$ cat src/rtl/uart_lite_pkg.sv
// Shared definitions for the lite UART transmitter: LSR bit layout and TX FSM states.
package uart_lite_pkg;

    localparam int LSR_OE        = 1;
    localparam int LSR_THRE      = 5;
    localparam int LSR_TEMT      = 6;
    // LSR occupies byte lane 5 (bits 47:40) of the 64-bit THR/LSR word
    localparam int LSR_BYTE_LANE = 5;

    typedef enum logic [1:0] {TX_IDLE, TX_START, TX_DATA, TX_STOP} tx_state_t;

endpackage

$ cat src/rtl/uart_tx_fifo.sv
// Synchronous TX FIFO. Pointers carry one extra wrap bit so full/empty fall out
// of a simple compare; a push into a full FIFO is taken only alongside a pop.
module uart_tx_fifo #(
    parameter int WIDTH = 8,
    parameter int DEPTH = 16
) (
    input  logic             clka,
    input  logic             rstn,
    input  logic             push,
    input  logic [WIDTH-1:0] din,
    input  logic             pop,
    output logic [WIDTH-1:0] dout,
    output logic             full,
    output logic             empty
);

    localparam int AW = $clog2(DEPTH);

    logic [WIDTH-1:0] mem [DEPTH];
    logic [AW:0]      wr_ptr;
    logic [AW:0]      rd_ptr;
    logic             do_push;
    logic             do_pop;

    assign empty   = (wr_ptr == rd_ptr);
    assign full    = (wr_ptr[AW] != rd_ptr[AW]) && (wr_ptr[AW-1:0] == rd_ptr[AW-1:0]);
    assign do_pop  = pop && !empty;
    assign do_push = push && (!full || do_pop);
    assign dout    = mem[rd_ptr[AW-1:0]];

    // Pointer update; wrap is the natural rollover of the AW+1 bit counters
    always_ff @(posedge clka or negedge rstn) begin
        if (!rstn) begin
            wr_ptr <= '0;
            rd_ptr <= '0;
        end else begin
            if (do_push) wr_ptr <= wr_ptr + 1'b1;
            if (do_pop)  rd_ptr <= rd_ptr + 1'b1;
        end
    end

    // Storage write; contents need no reset since empty gates every read
    always_ff @(posedge clka) begin
        if (do_push) mem[wr_ptr[AW-1:0]] <= din;
    end

endmodule

$ cat src/rtl/uart_lite_tx.sv
// 8N1 UART transmitter behind an SRAM-style slave port. One 64-bit word at
// BASE_ADDR: writes to byte 0 queue a THR byte, reads return a 16550-style LSR.
module uart_lite_tx
    import uart_lite_pkg::*;
#(
    parameter logic [63:0] BASE_ADDR  = 64'h6000_0000,
    parameter int          DIVISOR    = 868,
    parameter int          FIFO_DEPTH = 16
) (
    input  logic        clka,
    input  logic        rstn,
    input  logic [63:0] addra,
    input  logic [63:0] dina,
    output logic [63:0] douta,
    input  logic        ena,
    input  logic [7:0]  wea,
    output logic        uart_tx
);

    localparam logic [15:0] BAUD_RELOAD = 16'(DIVISOR - 1);

    logic        hit, push, rd, pop;
    logic        full, empty, oe;
    logic [7:0]  fifo_dout, lsr;
    tx_state_t   state, state_n;
    logic [15:0] baud_cnt, baud_n;
    logic [2:0]  bit_idx, bit_n;
    logic [7:0]  shreg, sh_n;
    logic        tx_n;

    assign hit  = ena && ({addra[63:3], 3'b000} == BASE_ADDR);
    assign push = hit && wea[0];
    assign rd   = hit && (wea == 8'h00);

    uart_tx_fifo #(.WIDTH(8), .DEPTH(FIFO_DEPTH)) u_fifo (
        .clka  (clka),
        .rstn  (rstn),
        .push  (push),
        .din   (dina[7:0]),
        .pop   (pop),
        .dout  (fifo_dout),
        .full  (full),
        .empty (empty)
    );

    // Live LSR view; a read captures it in the access cycle
    always_comb begin
        lsr           = 8'h00;
        lsr[LSR_OE]   = oe;
        lsr[LSR_THRE] = !full;
        lsr[LSR_TEMT] = empty && (state == TX_IDLE);
    end

    // Read data register and sticky overrun flag (cleared by the read that reports it)
    always_ff @(posedge clka or negedge rstn) begin
        if (!rstn) begin
            douta <= '0;
            oe    <= 1'b0;
        end else begin
            douta <= rd ? (64'(lsr) << (8 * LSR_BYTE_LANE)) : 64'h0;
            if (push && full && !pop) oe <= 1'b1;
            else if (rd)              oe <= 1'b0;
        end
    end

    // Next-state logic: every bit lasts DIVISOR cycles, advancing when the baud counter hits 0
    always_comb begin
        state_n = state;
        baud_n  = baud_cnt;
        bit_n   = bit_idx;
        sh_n    = shreg;
        tx_n    = uart_tx;
        pop     = 1'b0;
        case (state)
            TX_IDLE: begin
                tx_n = 1'b1;
                if (!empty) begin
                    pop     = 1'b1;
                    sh_n    = fifo_dout;
                    baud_n  = BAUD_RELOAD;
                    bit_n   = 3'd0;
                    tx_n    = 1'b0;
                    state_n = TX_START;
                end
            end
            TX_START: begin
                if (baud_cnt == 16'd0) begin
                    baud_n  = BAUD_RELOAD;
                    tx_n    = shreg[0];
                    state_n = TX_DATA;
                end else begin
                    baud_n = baud_cnt - 16'd1;
                end
            end
            TX_DATA: begin
                if (baud_cnt == 16'd0) begin
                    baud_n = BAUD_RELOAD;
                    if (bit_idx == 3'd7) begin
                        tx_n    = 1'b1;
                        state_n = TX_STOP;
                    end else begin
                        bit_n = bit_idx + 3'd1;
                        sh_n  = {1'b0, shreg[7:1]};
                        tx_n  = shreg[1];
                    end
                end else begin
                    baud_n = baud_cnt - 16'd1;
                end
            end
            TX_STOP: begin
                if (baud_cnt == 16'd0) begin
                    if (!empty) begin
                        // back-to-back: next start bit follows the stop bit directly
                        pop     = 1'b1;
                        sh_n    = fifo_dout;
                        baud_n  = BAUD_RELOAD;
                        bit_n   = 3'd0;
                        tx_n    = 1'b0;
                        state_n = TX_START;
                    end else begin
                        tx_n    = 1'b1;
                        state_n = TX_IDLE;
                    end
                end else begin
                    baud_n = baud_cnt - 16'd1;
                end
            end
            default: begin
                tx_n    = 1'b1;
                state_n = TX_IDLE;
            end
        endcase
    end

    // Transmitter state; uart_tx comes straight from a flop so the pin never glitches
    always_ff @(posedge clka or negedge rstn) begin
        if (!rstn) begin
            state    <= TX_IDLE;
            baud_cnt <= '0;
            bit_idx  <= '0;
            shreg    <= '0;
            uart_tx  <= 1'b1;
        end else begin
            state    <= state_n;
            baud_cnt <= baud_n;
            bit_idx  <= bit_n;
            shreg    <= sh_n;
            uart_tx  <= tx_n;
        end
    end

endmodule

$ cat config.mk
export PLATFORM = sky130hd
export DESIGN_NAME = uart_lite_tx
export DESIGN_NICKNAME = d
export VERILOG_FILES = /design/src/rtl/uart_lite_pkg.sv /design/src/rtl/uart_tx_fifo.sv /design/src/rtl/uart_lite_tx.sv
export SDC_FILE = /design/constraint.sdc
export NUM_CORES = 1
export LEC_CHECK = 0
export CELL_PAD_IN_SITES_DETAIL_PLACEMENT = 0
export CELL_PAD_IN_SITES_GLOBAL_PLACEMENT = 1
export CORE_ASPECT_RATIO = 0.8
export CORE_MARGIN = 2
export CORE_UTILIZATION = 51
export DETAILED_ROUTE_END_ITERATION = 12
export DONT_BUFFER_PORTS = 1
export GPL_ROUTABILITY_DRIVEN = 0
export PLACE_DENSITY_LB_ADDON = 0.25
export SYNTH_ARGS = -nofsm -noshare
export SYNTH_HDL_FRONTEND = slang
export SYNTH_SLANG_ARGS = --single-unit
$ cat constraint.sdc
create_clock -name clka -period 3.66 [get_ports clka]
set_input_delay 0.549 -clock clka [delete_from_list [all_inputs] [get_ports clka]]
set_output_delay 0.549 -clock clka [all_outputs]
set_load 0.01 [all_outputs]
Word level (Yosys, flattened, before mapping)
Memories as Yosys holds them, arrays and structs flattened.
Cells that the tools add are included.

storage, ports and cells
  register bits = 88
  memory bits (writable) = 128
  bits of input ports = 139
  output and inout bits = 65
  memories = 1

operators by class
  add/subtract/negate cells = 4
  equal/unequal tests = 14
  muxes and demuxes = 35
  reductions and logical operators = 22

memory list
  memory      depth  width  read ports  clocked after Yosys merged registers in  wr ports  RTL line            text
  u_fifo.mem  16     8      1           0                                        1         uart_tx_fifo.sv:19  logic [WIDTH-1:0] mem [DEPTH];

operators with widths
  kind                                                                     count
  61-bit by 28-bit equality test with 1-bit output, second input constant  1
  16-bit two-way mux                                                       3
  16-bit one-hot mux with 3 select lines                                   1
  47-bit two-way mux                                                       1
  8-bit two-way mux                                                        4
  8-bit one-hot mux with 3 select lines                                    1
  16-bit zero test                                                         1
  16-bit by 1-bit subtractor with 16-bit output, second input constant     1
  1-bit two-way mux                                                        12
  3-bit two-way mux                                                        4
  2-bit != test, second input constant                                     6
  5-bit by 1-bit adder with 5-bit output, second input constant            2
  2-bit two-way mux                                                        5
  1-bit logical AND                                                        9
  3-bit one-hot mux with 3 select lines                                    1
  8-bit zero test                                                          1
  2-bit one-hot mux with 4 select lines                                    1
  5-bit equality test                                                      1
  5-bit AND reduction                                                      1
  2-bit equality test, second input constant                               2
  4-bit equality test                                                      1
  1-bit one-hot mux with 4 select lines                                    1
  4-bit AND reduction                                                      1
  3-bit by 1-bit adder with 3-bit output, second input constant            1
  11 further kinds                                                         13

Logic depth before layout (Yosys ltp)
Gate-level depths: netlist (run 1).

  depth after elaboration = 9
  mapped depth = 9
  gate-level depth less buffers = 7

Hierarchy
From an unflattened synthesis (run 1), not the netlist that was laid out.

second synthesis, totals
  cells, all modules = 568
  area total of the unflattened synthesis = 8137.8 um^2

by module, submodules not included
  module        times used  cells an instance  area an instance (um^2)
  uart_tx_fifo  1           269                5527.8
  uart_lite_tx  1           299                2610.0

Worst setup path after synthesis (run 1)
OpenSTA, ideal clock, no wires.

  path type = register to register
  start point = register baud_cnt[0]
  end point = memory u_fifo.mem[0][0] (enable)
  arrival time = 2.605 ns
  data required time = 3.277 ns
  slack = 0.672 ns
  cell stages (with the launch flop) = 9
  period minus slack after synthesis = 2.988 ns
  cells stage by stage = dfrtp_1 > inv_1 > ha_1 > or3b_2 > nor4b_1 > and4_1 > clkbuf_1 > o2111ai_1 > nor3_1

on the way
  cells in the longest elaborated chain, start to end = 8

RTL lines
  element                                  RTL line             text
  from (decl)                              uart_lite_tx.sv:26   logic [15:0] baud_cnt, baud_n;
  from (signal assigned)                   uart_lite_tx.sv:145  baud_cnt <= baud_n;
  16-bit zero test                         uart_lite_tx.sv:111  if (baud_cnt == 16'd0) begin
  1-bit two-way mux                        uart_lite_tx.sv:111
  1-bit one-hot mux with 2 select lines    uart_lite_tx.sv:74   case (state)
  1-bit logical AND                        uart_tx_fifo.sv:27   assign do_pop = pop && !empty;
  1-bit logical OR                         uart_tx_fifo.sv:28   assign do_push = push && (!full || do_pop);
  1-bit logical AND                        uart_tx_fifo.sv:28
  1-bit two-way mux                        uart_tx_fifo.sv:44   if (do_push) mem[wr_ptr[AW-1:0]] <= din;
  1-bit two-way mux (not written as such)  uart_tx_fifo.sv:44
  to (decl)                                uart_tx_fifo.sv:19

Every way passes these cells.

Worst setup path after layout (run 1)
  start point = register baud_cnt[0]
  end point = memory u_fifo.mem[7][0] (enable)

The elaborated chain is that of the path after synthesis.

==> results of run 1 <==
==> flip-flops by register name, summed over array words and instances, names as in the netlist <==
signal and cells:
u_fifo.mem 128, u_fifo.wr_ptr 5, oe 1, bit_idx 3, shreg 8, baud_cnt 16
douta 3, u_fifo.rd_ptr 5, uart_tx 1, state 2
==> cell type report <==
cell class | instances | area, sq um | area share [%]
Timing Repair Buffer | 33 | 270 | 2.99
Tap cell | 215 | 269 | 2.98
Clock inverter | 15 | 184 | 2.04
Sequential cell | 172 | 4950 | 54.8
Multi-Input combinational cell | 388 | 2870 | 31.8
Clock buffer | 17 | 425 | 4.71
Inverter | 17 | 63.8 | 0.706
==> placed cells by master (no fill, tap or decap), types with 4 or more instances in the layout <==
master and count:
sky130_fd_sc_hd__a211oi_1 7, sky130_fd_sc_hd__clkbuf_16 17, sky130_fd_sc_hd__buf_4 31, sky130_fd_sc_hd__nor4b_1 5, sky130_fd_sc_hd__nor2_1 39, sky130_fd_sc_hd__xnor2_1 10
sky130_fd_sc_hd__nand4_1 6, sky130_fd_sc_hd__mux2i_1 21, sky130_fd_sc_hd__o21ai_0 10, sky130_fd_sc_hd__inv_1 17, sky130_fd_sc_hd__edfxtp_1 128, sky130_fd_sc_hd__nor4_1 17
sky130_fd_sc_hd__mux2_2 14, sky130_fd_sc_hd__mux4_2 25, sky130_fd_sc_hd__nand3_1 12, sky130_fd_sc_hd__clkinv_8 5, sky130_fd_sc_hd__or3_1 5, sky130_fd_sc_hd__o2111ai_1 5
sky130_fd_sc_hd__nand2_1 24, sky130_fd_sc_hd__ha_1 13, sky130_fd_sc_hd__o211ai_1 4, sky130_fd_sc_hd__a21oi_1 17, sky130_fd_sc_hd__conb_1 61, sky130_fd_sc_hd__a221o_1 8
sky130_fd_sc_hd__xor2_1 8, sky130_fd_sc_hd__dfrtp_1 42, sky130_fd_sc_hd__nor3_1 17, sky130_fd_sc_hd__nand2b_1 7
==> metal layers <==
metal / wire (microns) / track usage, % / vias to the layer above
met4: 174 / 6.31 / 0
met3: 897 / 4.73 / 11
li1: - / - / 2237
met2: 8230 / 32.0 / 138
met5: 0 / 0 / -
met1: 7760 / 29.0 / 2485
==> worst max path at each step <==
stage                     cells after the start                  start                         end  slack (ns)
after global placement                        7  baud_cnt[0]$_DFF_PN0_  u_fifo.mem[7][4]$_DFFE_PP_        0.63
after CTS                                     7  baud_cnt[0]$_DFF_PN0_  u_fifo.mem[7][0]$_DFFE_PP_        0.55
after detailed placement                      7  baud_cnt[0]$_DFF_PN0_  u_fifo.mem[7][4]$_DFFE_PP_        0.57
final                                         7  baud_cnt[0]$_DFF_PN0_  u_fifo.mem[7][0]$_DFFE_PP_        0.52
after floorplan                               8  baud_cnt[0]$_DFF_PN0_  u_fifo.mem[0][0]$_DFFE_PP_        0.67
after global routing                          7  baud_cnt[0]$_DFF_PN0_  u_fifo.mem[7][6]$_DFFE_PP_        0.34
==> power by group through the flow <==
| stage | sequential (mW) | clock, mW | combinational [mW] |
|---|---|---|---|
| final | 2.10 | 1.80 | 0.0476 |
| after global routing | 2.10 | 1.92 | 0.0530 |
| after CTS | 2.10 | 1.84 | 0.0469 |
| after detailed placement | 2.14 | 0 | 0.0315 |
| after global placement | 2.14 | 0 | 0.0313 |
| after floorplan | 2.14 | 0 | 0.0807 |
==> worst max-delay path, cell delays in order, from the launching register on <==
cell and delay, ns:
sky130_fd_sc_hd__dfrtp_1 0.43, sky130_fd_sc_hd__inv_1 0.07, sky130_fd_sc_hd__ha_1 0.19, sky130_fd_sc_hd__or3b_2 0.51, sky130_fd_sc_hd__nor4b_1 0.31, sky130_fd_sc_hd__and4_1 0.30, sky130_fd_sc_hd__o211ai_1 0.16, sky130_fd_sc_hd__nor2_1 0.79
==> stage by stage <==
| step | power [mW] | hold WS [ns] | setup slack [ns] | util, % | instance area [sq um] |
|---|---|---|---|---|---|
| 2_1_floorplan | 2.22 | 0.253 | 0.672 | - | 8450 |
| 6_report | 3.95 | 0.208 | 0.524 | 57.4 | 9030 |
| 4_1_cts | 3.98 | 0.197 | 0.549 | 57.4 | 9030 |
| 3_3_place_gp | 2.17 | 0.254 | 0.626 | 53.2 | 8390 |
| 5_1_grt | 4.07 | 0.190 | 0.343 | 57.4 | 9030 |
| 3_5_place_dp | 2.17 | 0.254 | 0.571 | 53.2 | 8390 |
==> kinds of logic after synthesis <==
kind of cell,Yosys count,share of synthesized area (%)
xor gates and xnor gates,18,1.92
muxes,60,11.3
and+or+nand+nor,159,10.3
other,1,0.0456
DFF,172,60.1
adders and majority gates,13,1.98
buffers and inverters,105,7.67
AOI/OAI and AO/OA,77,6.60
==> impl_metrics.prom, run 1 <==
# TYPE chip_impl_metric gauge
chip_impl_metric{name="drv.max_cap_violation_count",unit=""} 0
chip_impl_metric{name="hold_viol",unit=""} 0
chip_impl_info{name="hold_path_end",value="u_fifo.mem[4][2]$_DFFE_PP_"} 1
chip_impl_metric{name="clk_pin_slew",unit="ns"} 0.07
chip_impl_info{name="ys.flop_type",value="sky130_fd_sc_hd__edfxtp_1"} 1
chip_impl_metric{name="area_delta_synth_final",unit="%"} 9.83
chip_impl_metric{name="p_int",unit="mW"} 3.08
chip_impl_metric{name="htreeDepth",unit=""} 4
chip_impl_metric{name="critical_path_arrival",unit="ns"} 3.18
chip_impl_metric{name="power.combinational.fraction",unit="%"} 1.2
chip_impl_metric{name="number_of_antenna_violations_at_the_first_check_in_global_routing",unit=""} 0
chip_impl_metric{name="synth_cell_types",unit=""} 58
chip_impl_metric{name="clkLatencyLatePin",unit="ns"} 0.43
chip_impl_metric{name="power_switching_share",unit="%"} 22.0
chip_impl_metric{name="net-switching-power",unit="uW"} 867
chip_impl_metric{name="fillers",unit=""} 1246
chip_impl_metric{name="cts.hold.buffers_added",unit=""} 2
chip_impl_metric{name="clock-skew-final",unit="ns"} 0.0239
chip_impl_info{name="worst_setup_path_end_kind",value="flop"} 1
chip_impl_metric{name="groute.usage.overall",unit="%"} 20.5
chip_impl_metric{name="sequentialPowerShare",unit="%"} 53.1
chip_impl_info{name="worst-setup-path-type",value="flop to flop"} 1
chip_impl_metric{name="setup_total_negative_slack",unit="ns"} 0
chip_impl_info{name="crit_reg_reg_startpoint",value="baud_cnt[0]$_DFF_PN0_"} 1
chip_impl_metric{name="synth_async_sr_flop_share",unit="%"} 25.6
chip_impl_info{name="min_from",value="dina[2]"} 1
chip_impl_metric{name="report.final.setup_viol",unit=""} 0
chip_impl_info{name="yosysMostFrequentCell",value="sky130_fd_sc_hd__edfxtp_1"} 1
chip_impl_info{name="synthDominantAreaCellType",value="sky130_fd_sc_hd__edfxtp_1"} 1
chip_impl_metric{name="whs_path_depth",unit=""} 0
chip_impl_metric{name="worstPathRequired",unit="ns"} 3.70
chip_impl_metric{name="dieHeight",unit="microns"} 118
chip_impl_metric{name="ys_seq_area_share",unit="%"} 60.1
chip_impl_metric{name="final_nets",unit=""} 781
chip_impl_metric{name="numPlacedInstances",unit=""} 823
chip_impl_metric{name="route.final.wire_length",unit="microns"} 17100
chip_impl_info{name="unrepaired_setup_endpoints_after_global_routing",value="no"} 1
chip_impl_info{name="clock_tree.root_cell",value="sky130_fd_sc_hd__clkbuf_16"} 1
chip_impl_info{name="critical_path.startpoint_type",value="flop"} 1
chip_impl_metric{name="final.period_utilization",unit="%"} 85.7
chip_impl_info{name="timing.hold.worst.class",value="input port to flop"} 1
chip_impl_metric{name="drt_first_iter_violations",unit=""} 392
chip_impl_metric{name="ys_seq_elements",unit=""} 172
chip_impl_metric{name="worst_ir_drop_vdd",unit="mV"} 0.429
chip_impl_metric{name="grt_max_degree",unit=""} 45
chip_impl_metric{name="worstMarginPinSlew",unit="ns"} 0.972
chip_impl_metric{name="detailedRoute.firstPassIterationCount",unit=""} 4
chip_impl_metric{name="final_global_route_overflow_total",unit=""} 0
chip_impl_metric{name="max_clock_freq",unit="GHz"} 0.319
chip_impl_info{name="netlist_top_cells_count",value="sky130_fd_sc_hd__edfxtp_1 (128), sky130_fd_sc_hd__buf_4 (61), sky130_fd_sc_hd__dfrtp_1 (43)"} 1
chip_impl_metric{name="clock_path_buffers",unit=""} 2
chip_impl_metric{name="syn-instance-count",unit=""} 605
chip_impl_metric{name="detailedPlacementHpwl",unit="microns"} 11200
chip_impl_metric{name="cts.repair_timing.setup_buffer_count",unit=""} 0
chip_impl_metric{name="crit_fanout",unit=""} 8
chip_impl_info{name="synth_area_leaders",value="sky130_fd_sc_hd__edfxtp_1 (47%), sky130_fd_sc_hd__dfrtp_1 (13%), sky130_fd_sc_hd__mux4_2 (6.8%)"} 1
chip_impl_metric{name="grt_pass1_wl",unit="microns"} 26600
chip_impl_metric{name="stdcell_count",unit=""} 857
chip_impl_metric{name="post-synth-top-area-fraction",unit="%"} 46.7
chip_impl_metric{name="cts_resized",unit=""} 0
chip_impl_metric{name="die-area",unit="sq um"} 17200
chip_impl_metric{name="finalMaxSlewViolations",unit=""} 0
chip_impl_info{name="worst_r2r_endpoint",value="u_fifo.mem[7][0]$_DFFE_PP_"} 1
chip_impl_metric{name="numPortBuffers",unit=""} 0
chip_impl_metric{name="tritoncts.num_buffers",unit=""} 17
chip_impl_metric{name="power-per-cell-area",unit="nW/um^2"} 437
chip_impl_metric{name="postRouteAntennaNets",unit=""} 0
chip_impl_metric{name="ff2ff_setup_slack",unit="ns"} 0.52
chip_impl_metric{name="design.portCount",unit=""} 204
chip_impl_metric{name="numClockSinks",unit=""} 172
chip_impl_metric{name="rr_worst_depth",unit=""} 7
chip_impl_metric{name="route.detailed.drc",unit=""} 0
chip_impl_metric{name="vias",unit=""} 4871
chip_impl_metric{name="core-area",unit="sq um"} 15700
chip_impl_metric{name="synth_enable_flop_cells",unit=""} 128
chip_impl_metric{name="postSynthAreaPerCell",unit="sq um"} 13.6
chip_impl_metric{name="cellLeakagePower",unit="nW"} 3.37
chip_impl_metric{name="diodes",unit=""} 0
chip_impl_metric{name="relSlewSlack",unit="%"} 35.0
chip_impl_metric{name="via_count_of_the_first_global_routing_pass",unit=""} 4729
chip_impl_metric{name="starting_utilization_of_the_core_area",unit="%"} 52.2
chip_impl_metric{name="rows",unit=""} 41
chip_impl_metric{name="part_of_the_power_in_the_clock_network",unit="%"} 45.7
chip_impl_metric{name="drive_gt1_share",unit="%"} 17.8
chip_impl_metric{name="drt-wirelength-per-cell",unit="microns"} 19.9
chip_impl_metric{name="yosys_warnings",unit=""} 0
chip_impl_info{name="status",value="finished clean"} 1
chip_impl_metric{name="netlist_area",unit="sq um"} 8220
chip_impl_metric{name="layout_min_cycle_time",unit="ns"} 3.14
chip_impl_metric{name="chip_width",unit="microns"} 146
chip_impl_info{name="cts_tree",value="built"} 1
chip_impl_metric{name="via_per_inst",unit=""} 5.68
Power figures use the tool's default switching activity.
==> run 2: changes to the inputs <==
--- a/config.mk
+++ b/config.mk
@@ -9,10 +9,11 @@
 export CELL_PAD_IN_SITES_GLOBAL_PLACEMENT = 1
 export CORE_ASPECT_RATIO = 0.8
 export CORE_MARGIN = 2
-export CORE_UTILIZATION = 51
+export CORE_UTILIZATION = 48
 export DETAILED_ROUTE_END_ITERATION = 12
 export DONT_BUFFER_PORTS = 1
 export GPL_ROUTABILITY_DRIVEN = 0
+export HOLD_SLACK_MARGIN = 0.08
 export PLACE_DENSITY_LB_ADDON = 0.25
 export SYNTH_ARGS = -nofsm -noshare
 export SYNTH_HDL_FRONTEND = slang
==> impl_metrics.prom, run 2 (synthesis gave the netlist of run 1 again) <==
# TYPE chip_impl_metric gauge
chip_impl_metric{name="diodes",unit=""} 0
chip_impl_metric{name="drt_first_iter_violations",unit=""} 459
chip_impl_metric{name="hold_viol",unit=""} 0
chip_impl_metric{name="rows",unit=""} 42
chip_impl_metric{name="power-per-cell-area",unit="nW/um^2"} 435
chip_impl_metric{name="via_count_of_the_first_global_routing_pass",unit=""} 4800
chip_impl_info{name="timing.hold.worst.class",value="input port to flop"} 1
chip_impl_metric{name="stdcell_count",unit=""} 855
chip_impl_metric{name="post-route-worst-setup-slack",unit="ns"} 0.350
chip_impl_metric{name="design_area",unit="sq um"} 8970
chip_impl_metric{name="drt-wirelength-per-cell",unit="microns"} 19.5
chip_impl_info{name="cts_tree",value="built"} 1
chip_impl_metric{name="grt_pass1_wl",unit="microns"} 26800
chip_impl_info{name="worst_r2r_endpoint",value="u_fifo.mem[11][5]$_DFFE_PP_"} 1
chip_impl_metric{name="holdWs",unit="ns"} 0.211
chip_impl_metric{name="cellLeakagePower",unit="nW"} 3.33
chip_impl_metric{name="final_nets",unit=""} 774
chip_impl_metric{name="worstPathRequired",unit="ns"} 3.71
chip_impl_metric{name="vias",unit=""} 4818
chip_impl_info{name="worst-setup-path-type",value="flop to flop"} 1
chip_impl_metric{name="clock-skew-final",unit="ns"} 0.00921
chip_impl_metric{name="via_per_inst",unit=""} 5.64
chip_impl_metric{name="cts.repair_timing.setup_buffer_count",unit=""} 0
chip_impl_info{name="cp_cell_sequence",value="inv_1 > ha_1 > or3b_2 > nor4b_1 > and4_1 > o211ai_1 > nor2_1"} 1
chip_impl_info{name="status",value="finished clean"} 1
chip_impl_metric{name="design.portCount",unit=""} 204
chip_impl_metric{name="max_clock_freq",unit="GHz"} 0.302
chip_impl_metric{name="layout_min_cycle_time",unit="ns"} 3.31
chip_impl_metric{name="groute.usage.overall",unit="%"} 19.9
chip_impl_metric{name="number_of_antenna_violations_at_the_first_check_in_global_routing",unit=""} 0
chip_impl_metric{name="finalMaxSlewViolations",unit=""} 0
chip_impl_metric{name="dpl_cell_area",unit="sq um"} 8340
chip_impl_metric{name="worst_ir_drop_vdd",unit="mV"} 0.340
chip_impl_metric{name="rr_worst_depth",unit=""} 7
chip_impl_metric{name="drv.max_cap_violation_count",unit=""} 0
chip_impl_info{name="critical_path.slowest_cell",value="sky130_fd_sc_hd__nor2_1"} 1
chip_impl_metric{name="die-area",unit="sq um"} 18200
chip_impl_metric{name="preCtsSetupSlack",unit="ns"} 0.378
chip_impl_info{name="worstSetupStartpoint",value="baud_cnt[0]$_DFF_PN0_"} 1
chip_impl_metric{name="route.detailed.drc",unit=""} 0
chip_impl_metric{name="peak_per_stage_delay_on_the_critical_path",unit="ns"} 0.80
chip_impl_metric{name="design_power_total",unit="mW"} 3.90
chip_impl_metric{name="route.final.wire_length",unit="microns"} 16700
chip_impl_info{name="critical_path.startpoint_type",value="flop"} 1
chip_impl_info{name="unrepaired_setup_endpoints_after_global_routing",value="no"} 1
chip_impl_metric{name="setup_total_negative_slack",unit="ns"} 0
chip_impl_metric{name="chip_width",unit="microns"} 150
chip_impl_metric{name="numPortBuffers",unit=""} 0
chip_impl_metric{name="final.period_utilization",unit="%"} 90.4
chip_impl_info{name="crit_reg_reg_startpoint",value="baud_cnt[0]$_DFF_PN0_"} 1
chip_impl_metric{name="critical_path_arrival",unit="ns"} 3.36
chip_impl_info{name="worst_setup_path_endpoint",value="u_fifo.mem[11][5]$_DFFE_PP_"} 1
chip_impl_metric{name="numPlacedInstances",unit=""} 821
chip_impl_metric{name="numClockSinks",unit=""} 172
chip_impl_metric{name="postRouteAntennaNets",unit=""} 0
chip_impl_metric{name="htreeDepth",unit=""} 4
chip_impl_metric{name="tritoncts.num_buffers",unit=""} 17
chip_impl_metric{name="core-area",unit="sq um"} 16700
chip_impl_metric{name="clk_pin_slew",unit="ns"} 0.07
chip_impl_metric{name="crit_fanout",unit=""} 8
chip_impl_metric{name="area_delta_synth_final",unit="%"} 9.10
chip_impl_metric{name="final_global_route_overflow_total",unit=""} 0
chip_impl_info{name="mostFrequentLayoutCell",value="sky130_fd_sc_hd__edfxtp_1"} 1
chip_impl_metric{name="ff2ff_setup_slack",unit="ns"} 0.35
chip_impl_metric{name="clock_path_buffers",unit=""} 2
chip_impl_metric{name="report.final.setup_viol",unit=""} 0
chip_impl_metric{name="starting_utilization_of_the_core_area",unit="%"} 49.4
chip_impl_info{name="layout_common_cells",value="sky130_fd_sc_hd__edfxtp_1 (128), sky130_fd_sc_hd__conb_1 (61), sky130_fd_sc_hd__dfrtp_1 (42)"} 1
chip_impl_metric{name="worstMarginPinSlew",unit="ns"} 0.959
chip_impl_metric{name="detailedPlacementHpwl",unit="microns"} 11600
chip_impl_metric{name="dieHeight",unit="microns"} 121
chip_impl_metric{name="largest_register_ffs",unit=""} 128
chip_impl_info{name="clock_tree.root_cell",value="sky130_fd_sc_hd__clkbuf_16"} 1
chip_impl_metric{name="grt_max_degree",unit=""} 45
chip_impl_metric{name="detailedRoute.firstPassIterationCount",unit=""} 5
chip_impl_metric{name="finish.utilization",unit="%"} 53.9
chip_impl_metric{name="drive_gt1_share",unit="%"} 17.0
chip_impl_metric{name="clkLatencyLatePin",unit="ns"} 0.43
chip_impl_metric{name="fillers",unit=""} 1356
chip_impl_metric{name="relSlewSlack",unit="%"} 35.8
chip_impl_info{name="worst_setup_path_end_kind",value="flop"} 1
## run 2: cell types whose count changed in the layout (fill, tap and decap cells not counted)
cell / previous run / this run
sky130_fd_sc_hd__clkinv_8: 5 / 4
sky130_fd_sc_hd__clkinv_1: 1 / 0
sky130_fd_sc_hd__inv_8: 1 / 5
sky130_fd_sc_hd__buf_4: 31 / 24
sky130_fd_sc_hd__inv_6: 3 / 2
sky130_fd_sc_hd__bufinv_16: 1 / 0
## run 2: per-layer routing
| metal | up-vias | share of wire, % | global-route usage (%) |
|---|---|---|---|
| met4 | 0 | 0.90 | 4.95 |
| met3 | 11 | 5.8 | 4.17 |
| met1 | 2428 | 45 | 28.7 |
| met2 | 156 | 48 | 30.9 |
| met5 | - | 0 | 0 |
| li1 | 2223 | - | - |
## run 2: worst min path at each step
stage | from | endpoint | slack [ns] | cells past startpoint
after global routing | dina[3] | u_fifo.mem[1][3]$_DFFE_PP_ | 0.19 | 0
after CTS | dina[3] | u_fifo.mem[9][3]$_DFFE_PP_ | 0.19 | 0
final | dina[3] | u_fifo.mem[1][3]$_DFFE_PP_ | 0.21 | 0
after floorplan | rstn | baud_cnt[0]$_DFF_PN0_ | 0.25 | 0
after detailed placement | rstn | douta[41]$_DFF_PN0_ | 0.25 | 0
after global placement | rstn | douta[41]$_DFF_PN0_ | 0.25 | 0
## run 2: layout make-up
cell class | instances | area, sq um | share of cell area (%)
multi-input combinational | 388 | 2870 | 32.0
sequential | 172 | 4950 | 55.1
timing repair buffer | 26 | 218 | 2.43
clock buffer | 17 | 425 | 4.74
inverter | 17 | 63.8 | 0.711
clock inverter | 15 | 170 | 1.90
tap | 220 | 275 | 3.07
## run 2: worst max-delay path, delay by kind of cell, from the launching register on
kind                       cells  cell delay, ns
and+or+nand+nor                4            1.99
DFF                            1            0.42
AOI/OAI and AO/OA              1            0.23
adders and majority gates      1            0.22
buffers and inverters          1            0.07
## run 2: repair_timing
item,4_1_cts,5_1_grt
endpoints found under the hold margin,44,0
hold buffers,2,0
gates resized for setup,0,0
## run 2: where the power goes
group	total, mW	internal [mW]	leakage, nW	switching [mW]
Combinational	0.0476	0.00691	1.28	0.0407
Sequential	2.10	2.10	1.76	0
Clock	1.76	0.919	0.293	0.836
Total	3.90	3.02	3.33	0.877
